[src/rtl/offset_decoder_if.sv]
// Handshake bundle between an offset-encoded producer, the decoder FIFO and its consumer.
// slave is the decoder's view; master is the producer/consumer side.
interface offset_decoder_if #(
  parameter int WIDTH = 3
);
  logic             in_valid;
  logic             in_ready;
  logic [WIDTH-1:0] in_val;
  logic             in_sel;
  logic             out_valid;
  logic             out_ready;
  logic [WIDTH-1:0] out_val;
  logic [7:0]       out_count;

  modport slave (
    input  in_valid, in_val, in_sel, out_ready,
    output in_ready, out_valid, out_val, out_count
  );

  modport master (
    output in_valid, in_val, in_sel, out_ready,
    input  in_ready, out_valid, out_val, out_count
  );
endinterface

[src/rtl/offset_decoder.sv]
// Removes a selectable fixed offset (mod 2^WIDTH) from incoming words and queues the
// decoded results in a circular-buffer FIFO; also counts delivered words (wraps at 256).
module offset_decoder #(
  parameter int WIDTH    = 3,
  parameter int DEPTH    = 4,
  parameter int OFFSET_A = 7,
  parameter int OFFSET_B = 8
) (
  input  logic              clock,
  input  logic              rst_n,
  offset_decoder_if.slave   bus
);

  localparam int AW = $clog2(DEPTH);
  // Truncation to WIDTH bits is exactly the mod 2^WIDTH reduction of each offset.
  localparam logic [WIDTH-1:0] W_OFF_A  = WIDTH'(OFFSET_A);
  localparam logic [WIDTH-1:0] W_OFF_B  = WIDTH'(OFFSET_B);
  localparam logic [AW:0]      FULL_CNT = (AW+1)'(DEPTH);

  logic [WIDTH-1:0] r_mem [DEPTH];
  logic [AW-1:0]    r_rd_ptr;
  logic [AW-1:0]    r_wr_ptr;
  logic [AW:0]      r_count;
  logic [7:0]       r_out_count;

  logic             w_in_ready;
  logic             w_out_valid;
  logic             w_push;
  logic             w_pop;
  logic [WIDTH-1:0] w_dec;

  // Readiness comes only from registered occupancy, so out_ready never reaches in_ready.
  assign w_in_ready  = (r_count != FULL_CNT);
  assign w_out_valid = (r_count != '0);
  assign w_push      = bus.in_valid && w_in_ready;
  assign w_pop       = w_out_valid && bus.out_ready;
  assign w_dec       = bus.in_val - (bus.in_sel ? W_OFF_B : W_OFF_A);

  assign bus.in_ready  = w_in_ready;
  assign bus.out_valid = w_out_valid;
  assign bus.out_val   = r_mem[r_rd_ptr];
  assign bus.out_count = r_out_count;

  always_ff @(posedge clock) begin
    if (!rst_n) begin
      r_rd_ptr    <= '0;
      r_wr_ptr    <= '0;
      r_count     <= '0;
      r_out_count <= '0;
    end else begin
      if (w_push) begin
        r_wr_ptr <= r_wr_ptr + AW'(1);
      end
      if (w_pop) begin
        r_rd_ptr    <= r_rd_ptr + AW'(1);
        r_out_count <= r_out_count + 8'd1;
      end
      case ({w_push, w_pop})
        2'b10:   r_count <= r_count + (AW+1)'(1);
        2'b01:   r_count <= r_count - (AW+1)'(1);
        default: r_count <= r_count;
      endcase
    end
  end

  // Storage is not reset; entries are only reachable through the reset pointers.
  always_ff @(posedge clock) begin
    if (rst_n && w_push) begin
      r_mem[r_wr_ptr] <= w_dec;
    end
  end

endmodule
[src/flat_wrapper.sv]
// flat-port wrapper written by rule: the top's interface ports become plain ports
module offset_decoder_flat 
#(
  parameter int WIDTH    = 3,
  parameter int DEPTH    = 4,
  parameter int OFFSET_A = 7,
  parameter int OFFSET_B = 8
)
  (clock, rst_n, bus_in_valid, bus_in_val, bus_in_sel, bus_out_ready, bus_in_ready, bus_out_valid, bus_out_val, bus_out_count);
  offset_decoder_if #(.WIDTH(WIDTH)) bus_i ();
  input  logic clock;
  input  logic rst_n;
  input wire logic [$bits(bus_i.in_valid)-1:0] bus_in_valid;
  input wire logic [$bits(bus_i.in_val)-1:0] bus_in_val;
  input wire logic [$bits(bus_i.in_sel)-1:0] bus_in_sel;
  input wire logic [$bits(bus_i.out_ready)-1:0] bus_out_ready;
  output wire logic [$bits(bus_i.in_ready)-1:0] bus_in_ready;
  output wire logic [$bits(bus_i.out_valid)-1:0] bus_out_valid;
  output wire logic [$bits(bus_i.out_val)-1:0] bus_out_val;
  output wire logic [$bits(bus_i.out_count)-1:0] bus_out_count;
  assign bus_i.in_valid = bus_in_valid;
  assign bus_i.in_val = bus_in_val;
  assign bus_i.in_sel = bus_in_sel;
  assign bus_i.out_ready = bus_out_ready;
  assign bus_in_ready = bus_i.in_ready;
  assign bus_out_valid = bus_i.out_valid;
  assign bus_out_val = bus_i.out_val;
  assign bus_out_count = bus_i.out_count;
  offset_decoder #(.WIDTH(WIDTH), .DEPTH(DEPTH), .OFFSET_A(OFFSET_A), .OFFSET_B(OFFSET_B)) u_core (.clock(clock), .rst_n(rst_n), .bus(bus_i));
endmodule
[config.mk]
export PLATFORM = sky130hd
export DESIGN_NAME = offset_decoder_flat
export DESIGN_NICKNAME = d
export VERILOG_FILES = /design/src/rtl/offset_decoder_if.sv /design/src/rtl/offset_decoder.sv /design/src/flat_wrapper.sv
export SDC_FILE = /design/constraint.sdc
export NUM_CORES = 1
export LEC_CHECK = 0
export ABC_AREA = 1
export CELL_PAD_IN_SITES_DETAIL_PLACEMENT = 2
export CELL_PAD_IN_SITES_GLOBAL_PLACEMENT = 2
export CORE_MARGIN = 2
export CORE_UTILIZATION = 30
export CTS_CLUSTER_DIAMETER = 80
export DETAILED_ROUTE_END_ITERATION = 10
export PLACE_DENSITY = 0.7
export SETUP_SLACK_MARGIN = 0.1
export SYNTH_ARGS = -nofsm -noshare
export SYNTH_HDL_FRONTEND = slang
export SYNTH_SLANG_ARGS = --single-unit
[constraint.sdc]
create_clock -name clock -period 2.4 [get_ports clock]
set_input_delay 0.72 -clock clock [delete_from_list [all_inputs] [get_ports clock]]
set_output_delay 0.72 -clock clock [all_outputs]
set_load 0.05 [all_outputs]
==> results_dict.tcl <==
set metrics [dict create \
    maxCapViolCount 0 \
    power_mw 1.81 \
    synthCells 156 \
    ys_warn_count 0 \
    cts_buffers 5 \
    synth_mux_area_frac 0 \
    layout_commonest_cell "inv_1" \
    netlist_area_um2 1410 \
    fmax_mhz 448 \
    hold_ws_ps 474 \
    cp_top_family "buffers and inverters" \
    place_congestion 0.814 \
    syn_avg_cell_area_um2 9.01 \
    dieHeight_um 72.4 \
    p_per_area_nw_per_um2 1010 \
    dr.pass1.iters 4 \
    postCtsSetupBuffers 0 \
    fp.dieArea_um2 5250 \
    start_util 0.316 \
    clkTransAtPathRegs_ps 60 \
    drv_slew 0 \
    dp_cells 231 \
    cp-end-kind "output port" \
    final_cells 239 \
    overflow 0 \
    grt_first_pass_wirelength_um 6090 \
    relSlewSlack 0.663 \
    final_nets 203 \
    status "completed" \
    drive_above_1_share 0.160 \
    cp_num_buf_inv 1 \
    clk_path_buf_depth 2 \
    antenna_found_initial 0 \
    cp-start-kind "flip-flop" \
    worstPathArrival_ps 1510 \
    postPlaceCellArea_um2 1680 \
    first_iter_violations 18 \
    wire_per_inst_um 14.7 \
    cts_tree "done" \
    clock_latency_ps 280 \
    synth_top_family_by_area "simple AND/OR/NAND/NOR gates" \
    yosysUniqueCellTypes 23 \
    core_area_um2 4440 \
    yosys.area_share.simple 0.160 \
    synth-seq-cells 29 \
    period_share 0.930 \
    hold_viol 0 \
    path_max_fanout 5 \
    path_class "flip-flop to output port" \
    grt_usage 0.155 \
    synth_compound_area_frac 0.146 \
    synthAdderAreaFrac 0.0908 \
    worstPathRequired_ps 1680 \
    tns_ps 0 \
    finalCriticalPeriod_ps 2230 \
    postRouteAntennaNets 0 \
    cts_sinks 29 \
    seq_area_frac_synth 0.499 \
    io_buffer_count 20 \
    synth_xor_area_frac 0.0125 \
    fin_skew_ps 5.79 \
    path_cells "clkdlybuf4s50_1" \
    cts-root-buf "clkbuf_8" \
    layout_common_cells "29 x inv_1, 21 x nor2_1, 19 x nand2_1, 17 x dfxtp_1, 14 x clkdlybuf4s50_1" \
    num_vias 1127 \
    drc 0 \
    die_w_um 72.4 \
    min_path_type "flip-flop to flip-flop" \
    ctsHtreeMaxLevel 2 \
    final_area_um2 1790 \
    critical_path.slowest_cell "clkdlybuf4s50_1" \
    rsz0062_at_grt "false" \
    power_leakage_nw 0.735 \
    n_fill_cell 503 \
    rows 24 \
    grt_max_degree 16 \
    io_pins 21 \
    routed_wl_um 3510 \
    vdd_drop_max_uv 432 \
    cpPeakStageDelay_ps 830 \
    dp_hpwl_um 2770 \
    setup_viol 0 \
    worst_pin_slew_ps 503 \
    synth_nets 173 \
    viasPerCell 4.72 \
    grt_pass1_vias 1262 \
    syn_to_final_growth_pct 27.6 \
    num_antenna_cells 0 \
]
[power by group]
part / internal, mW / switching (mW)
Combinational: 0.231 / 0.495
Sequential: 0.589 / 0.0557
Clock: 0.259 / 0.179
[registers in the layout, summed over array words and instances, names as in the netlist, named ones only]
register / cells
u_core.r_wr_ptr: 2
u_core.r_mem: 12
u_core.r_rd_ptr: 2
u_core.r_count: 3
u_core.bus.out_count: 8
[logic make-up (layout without fill, tap and decap cells)]
kind of cell | count (synthesis) | in the layout
buffers and inverters | 31 | 62
adders and majority gates | 9 | 9
AOI/OAI and AO/OA | 34 | 34
DFF | 29 | 29
xor gates and xnor gates | 2 | 2
and+or+nand+nor | 51 | 51
[worst paths after layout]
path,start,endpoint,slack [ps],cells after the start
max,u_core.bus.out_count[5],bus_out_count[5],170,1
min,u_core.bus.out_count[4],u_core.bus.out_count[4],470,2
max reg2reg,u_core.r_count[0],u_core.r_count[2],540,10
min reg2reg,u_core.bus.out_count[4],u_core.bus.out_count[4],470,2
[cell type report]
type	count	area, um2	area share
Multi-Input combinational cell	96	593	0.331
Inverter	29	109	0.0607
Clock buffer	7	96.3	0.0537
Timing Repair Buffer	25	224	0.125
Clock inverter	1	5.00	0.00279
Tap cell	52	65.1	0.0363
Sequential cell	29	701	0.391
[stage by stage]
stage                util  setup slack (ps)
floorplan               -               310
global placement    0.377              -169
detailed placement  0.377              -276
CTS                 0.399               143
global route        0.403               105
finish              0.403               168
[per-layer routing]
layer  vias up  track usage  share of wire
met4         0       0.0556          0.017
met1       545        0.176           0.43
met2        16        0.278           0.52
li1        559            -              -
met5         -            0              0
met3         7       0.0431          0.030
[synthesized netlist by cell type, drive strengths merged]
master | instances | area, um2
a21oi | 13 | 76.3
buf | 2 | 20.0
dfxtp | 17 | 340
edfxtp | 12 | 360
fa | 2 | 40.0
ha | 7 | 87.6
inv | 29 | 109
nand2 | 22 | 100
nand3 | 7 | 35.0
nor2 | 22 | 90.1
o21ai | 16 | 91.3
o21bai | 2 | 18.8
o22ai | 3 | 18.8
xnor2 | 1 | 8.76
xor2 | 1 | 8.76
[timing repair]
item	in CTS	in global routing
pin swaps	0	1
resized for setup	1	3
endpoints found under the setup margin	1	5
hold buffers	0	0
Note: power is estimated with default switching activity, not from simulation.
